$ cat src/rtl/bldc_commutator_pkg.sv
// ---------------------------------------------------------------------------
// bldc_commutator_pkg
// Shared BLDC types for the commutator and its hall filter: the hall and
// direction types, the sector type and its invalid code, the FSM state
// enum, the six-step drive table and the hall/sector/pattern helpers.
// Drive pattern bit order throughout is {AH,BH,CH,AL,BL,CL}.
// ---------------------------------------------------------------------------
package bldc_commutator_pkg;

    typedef logic [2:0] hall_states_t;      // {A,B,C}
    typedef logic [2:0] sector_t;            // 0..5, 7 = invalid

    typedef enum logic {
        DIR_CW  = 1'b0,
        DIR_CCW = 1'b1
    } rotation_direction_t;

    typedef enum logic [1:0] {
        ST_IDLE     = 2'd0,
        ST_DEADTIME = 2'd1,
        ST_DRIVE    = 2'd2,
        ST_FAULT    = 2'd3
    } commutator_state_t;

    localparam sector_t SECTOR_INVALID = 3'd7;

    // Clockwise six-step table, one pattern per sector.
    localparam logic [5:0] DRIVE_S0      = 6'b100_010;  // AH + BL
    localparam logic [5:0] DRIVE_S1      = 6'b100_001;  // AH + CL
    localparam logic [5:0] DRIVE_S2      = 6'b010_001;  // BH + CL
    localparam logic [5:0] DRIVE_S3      = 6'b010_100;  // BH + AL
    localparam logic [5:0] DRIVE_S4      = 6'b001_100;  // CH + AL
    localparam logic [5:0] DRIVE_S5      = 6'b001_010;  // CH + BL
    localparam logic [5:0] BRAKE_PATTERN = 6'b000_111;  // all low sides
    localparam logic [5:0] DRIVE_OFF     = 6'b000_000;

    // Map a filtered hall code to its sector; 000 and 111 are impossible codes.
    function automatic sector_t hall_to_sector(input hall_states_t hall);
        sector_t s;
        case (hall)
            3'b101:  s = 3'd0;
            3'b100:  s = 3'd1;
            3'b110:  s = 3'd2;
            3'b010:  s = 3'd3;
            3'b011:  s = 3'd4;
            3'b001:  s = 3'd5;
            default: s = SECTOR_INVALID;
        endcase
        return s;
    endfunction

    // Drive pattern for a sector; CCW reuses the CW pattern three sectors on.
    function automatic logic [5:0] sector_pattern(input sector_t sec,
                                                  input rotation_direction_t dir);
        sector_t    idx;
        logic [5:0] pat;
        if (dir == DIR_CCW) begin
            idx = (sec >= 3'd3) ? (sec - 3'd3) : (sec + 3'd3);
        end else begin
            idx = sec;
        end
        case (idx)
            3'd0:    pat = DRIVE_S0;
            3'd1:    pat = DRIVE_S1;
            3'd2:    pat = DRIVE_S2;
            3'd3:    pat = DRIVE_S3;
            3'd4:    pat = DRIVE_S4;
            3'd5:    pat = DRIVE_S5;
            default: pat = DRIVE_OFF;
        endcase
        return pat;
    endfunction

endpackage

$ cat src/rtl/bldc_hall_filter.sv
// ---------------------------------------------------------------------------
// bldc_hall_filter
// Two-flop synchronizer, stability filter and sector decode for the raw
// hall sensors.
//   pclk          in  clock, rising edge
//   preset        in  synchronous active-high reset
//   hall_values   in  raw asynchronous halls {A,B,C}
//   sector        out registered sector of the filtered hall (7 = invalid)
//   hall_acquired out 1 once a hall value has been accepted since reset;
//                     until then the reset value 000 is only an initial
//                     value, not a measured code
// ---------------------------------------------------------------------------
module bldc_hall_filter
    import bldc_commutator_pkg::*;
#(
    parameter int hall_filter_cycles = 4
) (
    input  logic         pclk,
    input  logic         preset,
    input  hall_states_t hall_values,
    output sector_t      sector,
    output logic         hall_acquired
);

    localparam int FILT_MAX = (hall_filter_cycles < 1) ? 1 : hall_filter_cycles;
    localparam int CNT_W    = $clog2(FILT_MAX + 1);

    hall_states_t     sync1_q, sync2_q;
    hall_states_t     cand_q, cand_d;
    hall_states_t     filt_q, filt_d;
    logic [CNT_W-1:0] cnt_q, cnt_d;
    sector_t          sector_q, sector_d;
    logic             acq_q, acq_d;

    // Stability filter: cnt counts consecutive identical synchronized samples,
    // including the sample that first presented the candidate value.
    always_comb begin
        cand_d = cand_q;
        cnt_d  = cnt_q;
        if (sync2_q != cand_q) begin
            cand_d = sync2_q;
            cnt_d  = CNT_W'(1);
        end else if (cnt_q < CNT_W'(FILT_MAX)) begin
            cnt_d = cnt_q + CNT_W'(1);
        end else begin
            cnt_d = cnt_q;
        end

        if (cnt_d >= CNT_W'(FILT_MAX)) begin
            filt_d = cand_d;
            acq_d  = 1'b1;
        end else begin
            filt_d = filt_q;
            acq_d  = acq_q;
        end

        sector_d = hall_to_sector(filt_d);
    end

    // Synchronizer, filter and decoded-sector registers.
    always_ff @(posedge pclk) begin
        if (preset) begin
            sync1_q  <= 3'b000;
            sync2_q  <= 3'b000;
            cand_q   <= 3'b000;
            cnt_q    <= '0;
            filt_q   <= 3'b000;
            sector_q <= SECTOR_INVALID;
            acq_q    <= 1'b0;
        end else begin
            sync1_q  <= hall_values;
            sync2_q  <= sync1_q;
            cand_q   <= cand_d;
            cnt_q    <= cnt_d;
            filt_q   <= filt_d;
            sector_q <= sector_d;
            acq_q    <= acq_d;
        end
    end

    assign sector        = sector_q;
    assign hall_acquired = acq_q;

endmodule

$ cat src/rtl/bldc_commutator.sv
// ---------------------------------------------------------------------------
// bldc_commutator
// Six-step BLDC commutation with dead-time, braking, PWM chopping of the
// high sides and latched hall-fault handling.
//   pclk              in  sole clock, rising edge
//   preset            in  synchronous active-high reset
//   enable            in  1 = run commutation, 0 = all phases off
//   dir               in  requested rotation (CW / CCW)
//   brake             in  1 = all low sides on, high sides off
//   pwm_in            in  high-side chop gate
//   hall_values       in  raw asynchronous halls {A,B,C}
//   fault_clr         in  pulse clearing a latched hall fault
//   phase_enable      out registered {AH,BH,CH,AL,BL,CL}
//   sector            out current sector 0..5, 7 = invalid
//   hall_fault        out latched invalid-hall indication
//   commutation_count out accepted sector changes, wrapping
// ---------------------------------------------------------------------------
module bldc_commutator
    import bldc_commutator_pkg::*;
#(
    parameter int deadtime_cycles    = 8,
    parameter int hall_filter_cycles = 4,
    parameter int count_width        = 16
) (
    input  logic                   pclk,
    input  logic                   preset,
    input  logic                   enable,
    input  rotation_direction_t    dir,
    input  logic                   brake,
    input  logic                   pwm_in,
    input  hall_states_t           hall_values,
    input  logic                   fault_clr,
    output logic [5:0]             phase_enable,
    output sector_t                sector,
    output logic                   hall_fault,
    output logic [count_width-1:0] commutation_count
);

    localparam int DT_MAX = (deadtime_cycles < 0) ? 0 : deadtime_cycles;
    localparam int DT_W   = (DT_MAX < 1) ? 1 : $clog2(DT_MAX + 1);

    sector_t                sector_s;
    logic                   hall_acq_s;
    logic                   sector_valid_s;
    logic                   fault_cond_s;
    logic [5:0]             target_s;

    commutator_state_t      state_q, state_d;
    logic [DT_W-1:0]        dt_q, dt_d;
    logic [5:0]             tgt_q, tgt_d;
    logic [5:0]             phase_q, phase_d;
    logic                   fault_q, fault_d;
    logic [count_width-1:0] count_q, count_d;
    sector_t                sector_prev_q, sector_prev_d;

    bldc_hall_filter #(
        .hall_filter_cycles(hall_filter_cycles)
    ) u_hall_filter (
        .pclk         (pclk),
        .preset       (preset),
        .hall_values  (hall_values),
        .sector       (sector_s),
        .hall_acquired(hall_acq_s)
    );

    // Target pattern: enable gates everything, brake overrides the sector.
    always_comb begin
        sector_valid_s = (sector_s != SECTOR_INVALID);
        fault_cond_s   = enable && hall_acq_s && !sector_valid_s;
        if (!enable) begin
            target_s = DRIVE_OFF;
        end else if (brake) begin
            target_s = BRAKE_PATTERN;
        end else if (sector_valid_s) begin
            target_s = sector_pattern(sector_s, dir);
        end else begin
            target_s = DRIVE_OFF;
        end
    end

    // FSM next state; fault outranks enable=0, which outranks commutation.
    always_comb begin
        state_d = state_q;
        if (fault_cond_s) begin
            state_d = ST_FAULT;
        end else begin
            case (state_q)
                ST_IDLE: begin
                    if (enable && sector_valid_s) begin
                        state_d = ST_DEADTIME;
                    end else begin
                        state_d = ST_IDLE;
                    end
                end
                ST_DEADTIME: begin
                    if (!enable) begin
                        state_d = ST_IDLE;
                    end else if ((target_s == tgt_q) && (dt_q <= DT_W'(1))) begin
                        state_d = ST_DRIVE;
                    end else begin
                        state_d = ST_DEADTIME;
                    end
                end
                ST_DRIVE: begin
                    if (!enable) begin
                        state_d = ST_IDLE;
                    end else if (target_s != tgt_q) begin
                        state_d = ST_DEADTIME;
                    end else begin
                        state_d = ST_DRIVE;
                    end
                end
                ST_FAULT: begin
                    if (fault_clr && sector_valid_s) begin
                        state_d = ST_IDLE;
                    end else begin
                        state_d = ST_FAULT;
                    end
                end
                default: state_d = ST_IDLE;
            endcase
        end
    end

    // FSM outputs: phases only in DRIVE, high sides chopped by pwm_in.
    always_comb begin
        if (state_d == ST_DRIVE) begin
            phase_d = {target_s[5:3] & {3{pwm_in}}, target_s[2:0]};
        end else begin
            phase_d = DRIVE_OFF;
        end
        fault_d = (state_d == ST_FAULT);
    end

    // Dead-time counter and latched target; a target change restarts the wait.
    always_comb begin
        tgt_d = tgt_q;
        dt_d  = dt_q;
        if (state_d == ST_DEADTIME) begin
            if ((state_q != ST_DEADTIME) || (target_s != tgt_q)) begin
                dt_d  = DT_W'(DT_MAX);
                tgt_d = target_s;
            end else if (dt_q != '0) begin
                dt_d  = dt_q - DT_W'(1);
                tgt_d = tgt_q;
            end else begin
                dt_d  = dt_q;
                tgt_d = tgt_q;
            end
        end else if (state_d == ST_DRIVE) begin
            dt_d  = '0;
            tgt_d = target_s;
        end else begin
            dt_d  = '0;
            tgt_d = DRIVE_OFF;
        end
    end

    // Commutation counter: counts valid-to-valid sector changes outside FAULT.
    always_comb begin
        sector_prev_d = sector_s;
        if (enable && (state_q != ST_FAULT) && sector_valid_s &&
            (sector_prev_q != SECTOR_INVALID) && (sector_s != sector_prev_q)) begin
            count_d = count_q + count_width'(1'b1);
        end else begin
            count_d = count_q;
        end
    end

    // FSM state register.
    always_ff @(posedge pclk) begin
        if (preset) begin
            state_q <= ST_IDLE;
        end else begin
            state_q <= state_d;
        end
    end

    // Datapath and output registers.
    always_ff @(posedge pclk) begin
        if (preset) begin
            dt_q          <= '0;
            tgt_q         <= DRIVE_OFF;
            phase_q       <= DRIVE_OFF;
            fault_q       <= 1'b0;
            count_q       <= '0;
            sector_prev_q <= SECTOR_INVALID;
        end else begin
            dt_q          <= dt_d;
            tgt_q         <= tgt_d;
            phase_q       <= phase_d;
            fault_q       <= fault_d;
            count_q       <= count_d;
            sector_prev_q <= sector_prev_d;
        end
    end

    assign phase_enable      = phase_q;
    assign sector            = sector_s;
    assign hall_fault        = fault_q;
    assign commutation_count = count_q;

endmodule
$ cat config.mk
export PLATFORM = sky130hd
export DESIGN_NAME = bldc_commutator
export DESIGN_NICKNAME = d
export VERILOG_FILES = /design/src/rtl/bldc_commutator_pkg.sv /design/src/rtl/bldc_hall_filter.sv /design/src/rtl/bldc_commutator.sv
export SDC_FILE = /design/constraint.sdc
export NUM_CORES = 1
export LEC_CHECK = 0
export ABC_AREA = 1
export CORE_ASPECT_RATIO = 1.75
export CORE_MARGIN = 5
export CORE_UTILIZATION = 55
export DETAILED_ROUTE_END_ITERATION = 10
export GPL_ROUTABILITY_DRIVEN = 0
export PLACE_DENSITY_LB_ADDON = 0.12
export SYNTH_ARGS = -nofsm -noshare
export SYNTH_HDL_FRONTEND = slang
export SYNTH_SLANG_ARGS = --single-unit
$ cat constraint.sdc
create_clock -name pclk -period 2.55 [get_ports pclk]
set_input_delay 0.51 -clock pclk [delete_from_list [all_inputs] [get_ports pclk]]
set_output_delay 0.51 -clock pclk [all_outputs]
set_load 0.01 [all_outputs]
==> results.yml <==
status:
  outcome: "finished clean"
floorplan:
  dieArea_sq_um: 6640
  die_y_um: 104
  coreArea_sq_um: 4930
  boundaryPins: 36
  die_x_um: 63.8
  rows: 34
  initial_utilization_pct: 56.4
clocking:
  cts_made_buffers: 9
  insertion_delay_ps: 320
  cts_root_buf: "clkbuf_8"
  cts_tree: "built"
  cts_buffer_depth: 2
  clock-sinks: 57
  postCtsHoldBufs: 0
  clk_pin_slew_ps: 60
  htreeDepth: 3
setup_path:
  required_ps: 2790
  critical_path.max_stage_delay_ps: 340
  critical_path_class: "register to register"
  r2r_cells: 19
  cp-end-kind: "register"
  crit_top_cell: "nand2_2"
  cp_data_arrival_time_ps: 2750
  path_max_fanout: 8
  crit_start: "u_hall_filter.sector[0]$_SDFF_PP1_"
  crit_path_top_delay_cell: "dfxtp_2"
  critPathLaunchType: "register"
  r2r-start: "u_hall_filter.sector[0]$_SDFF_PP1_"
  crit_path_cell_trace: "ha_4 > ha_4 > nor2_4 > nand2_4 > nand2_1 > nand3_1 > nand2_2 > nand2_2 > nand3_4 > nand2_2 > nand2_1 > nand2_1 > nor2_1 > nand3_1 > nand2_2 > nand3_4 > clkinv_4 > nand3_1 > a21oi_1"
power_and_ir_drop:
  peakVddDrop_v: 0.000604
  leakagePower_uw: 0.00167
  powerDensity_nw_per_um2: 538
  switching_share_pct: 27.7
  pwr-share-comb_pct: 19.7
  intPower_uw: 1490
  power.share.sequential_pct: 45.4
  p_switching_uw: 572
  p_clk_share_pct: 34.9
logic_synthesis:
  ys_types: 31
  synth_fp_nets: 392
  syn_area_per_cell_sq_um: 7.44
  synth_seq_cells: 57
  synthCells: 374
  synth_area_sq_um: 2780
  synth_warnings: 0
  yosysSeqAreaShare_pct: 41.0
drt:
  drt-initial-drc-count: 70
  viasPerCell: 5.22
  ant_nets: 0
  num_vias: 2665
  drcViolationCount: 0
  wl_um: 6400
  wire_per_inst_um: 12.5
  dr.pass1.iters: 4
sta:
  hold_violations: 0
  worst_pin_slew_ps: 652
  setup_viol: 0
  setup_tns_ps: 0
  slew_headroom_pct: 56.5
  drv_slew: 0
  post-route-min-period_ps: 2500
  setup_ws_ps: 46.0
  timing.fmax_ghz: 0.399
  fin_crit_sh_pct: 98.2
  rsz0062_at_grt: "yes"
  clock-skew-final_ps: 6.40
grt:
  antenna_found_initial: 0
  grt_pass1_wl_um: 10400
  grt_usage_pct: 19.0
  grt_pass1_vias: 2540
  globalRoute.totalOverflow: 0
  grt_start_max_net_pins: 28
final_layout:
  nNetsFinal: 470
  n_antenna_cell: 0
  final_core_util_pct: 77.6
  area_growth_pct: 37.7
  drive_gt1_share_pct: 26.9
placed_design:
  port_buffers: 35
  pre_cts_slack_ps: -200
  dp_hpwl_um: 4590
worst_hold_path:
  min_path_type: "register to register"
  hold_path_startpoint: "u_hall_filter.sync1_q[0]$_SDFF_PP0_"
  hold-path-cell-count: 2
job:
  max_cap_viol_count: 0
stage by stage:
stage	cells	hold slack, ps	total power (uW)	instance area [sq um]
after global placement	483	389	1270	3370
after detailed placement	483	399	1280	3370
after global routing	511	444	2160	3830
after CTS	499	407	2000	3550
final	511	405	2060	3830
after floorplan	374	388	1180	2780
cells in the final DEF, fill, tap and decap left out, types with 8 or more instances in the layout:
cell	n
inv_1	52
nand2_1	51
nor2_1	32
o21ai_0	17
clkbuf_8	11
nand3_2	12
dfxtp_1	54
inv_2	8
buf_4	34
nand2_2	20
nand3_1	32
clkdlybuf4s50_1	34
a21oi_1	21
sequential cells by signal, indices dropped and copies added, names as in the netlist:
signal and count:
state_q 2, u_hall_filter.filt_q 3, commutation_count 16, u_hall_filter.hall_acquired 1
u_hall_filter.cand_q 3, u_hall_filter.cnt_q 3, sector_prev_q 3, phase_enable 6
tgt_q 6, u_hall_filter.sector 3, u_hall_filter.sync1_q 3, hall_fault 1
u_hall_filter.sync2_q 3, dt_q 4
layer usage:
metal  part of all wire [%]  vias up  GRT usage (%)
li1                       -     1361              -
met1                     39     1237           19.3
met2                     56       52           35.6
met3                    2.7       15           5.30
met4                    2.6        0           6.39
met5                      0        -              0
layout make-up:
class,count,area (sq um)
sequential,57,1140
fill,378,1100
inverter,61,234
clock inverter,3,15.0
tap,54,67.6
multi-input combinational,252,1580
timing repair buffer,71,631
clock buffer,13,159
power by group through the flow:
stage	Sequential (uW)	Combinational (uW)	Clock, uW
after floorplan	956	220	0
after global placement	952	322	0
after detailed placement	953	330	0
after CTS	933	333	735
after global routing	940	444	779
final	937	406	719
logic make-up (layout without fill, tap and decap cells):
group | Yosys count | after routing | share of synthesized area [%]
DFF | 57 | 57 | 41.0
xor gates and xnor gates | 12 | 12 | 3.78
adders and majority gates | 8 | 8 | 3.60
buffers and inverters | 66 | 148 | 9.13
AOI/OAI and AO/OA | 49 | 49 | 9.58
muxes | 1 | 1 | 0.360
and+or+nand+nor | 181 | 182 | 32.6
cells in the mapped netlist:
cell | instances | share of area (%)
a211oi_1 | 2 | 0.54
a21oi_1 | 21 | 3.8
a31oi_1 | 4 | 0.90
buf_1 | 2 | 0.27
buf_2 | 1 | 0.18
clkbuf_1 | 2 | 0.27
clkinv_4 | 1 | 0.31
dfxtp_1 | 57 | 41
ha_1 | 8 | 3.6
inv_1 | 57 | 7.7
inv_2 | 3 | 0.40
mux2i_1 | 1 | 0.36
nand2_1 | 58 | 7.8
nand2_2 | 16 | 3.6
nand2_4 | 1 | 0.40
nand3_1 | 38 | 6.8
nand3_2 | 7 | 2.5
nand3_4 | 2 | 1.3
nand4_1 | 3 | 0.67
nor2_1 | 37 | 5.0
nor2_2 | 3 | 0.67
nor2_4 | 2 | 0.81
nor3_1 | 6 | 1.1
nor3b_1 | 2 | 0.54
nor4_1 | 4 | 0.90
o21a_1 | 4 | 1.1
o21ai_0 | 17 | 3.1
o22ai_1 | 1 | 0.22
or2_2 | 2 | 0.45
xnor2_1 | 6 | 1.9
xor2_1 | 6 | 1.9
worst paths after layout:
check                                        end  slack (ps)
min reg2reg  u_hall_filter.sync2_q[0]$_SDFF_PP0_         400
min          u_hall_filter.sync2_q[0]$_SDFF_PP0_         400
max                        tgt_q[2]$_SDFFE_PP0P_          50
max reg2reg                tgt_q[2]$_SDFFE_PP0P_          50
timing repair:
item                                    CTS  global route
setup buffers                             0            11
pin swaps                                 0            10
cloned                                    0             1
hold endpoints to repair                  0             0
endpoints found under the setup margin    1            23
resized for setup                         1            47
critical path, delay by kind of cell (launching register included):
family,cells,cell delay (ps)
AO/OA/AOI/OAI,1,160
flip-flops,1,340
adder cells (fa/ha/maj),2,330
buffers and inverters,1,120
AND/OR/NAND/NOR,15,1490
Power figures use the tool's default switching activity.
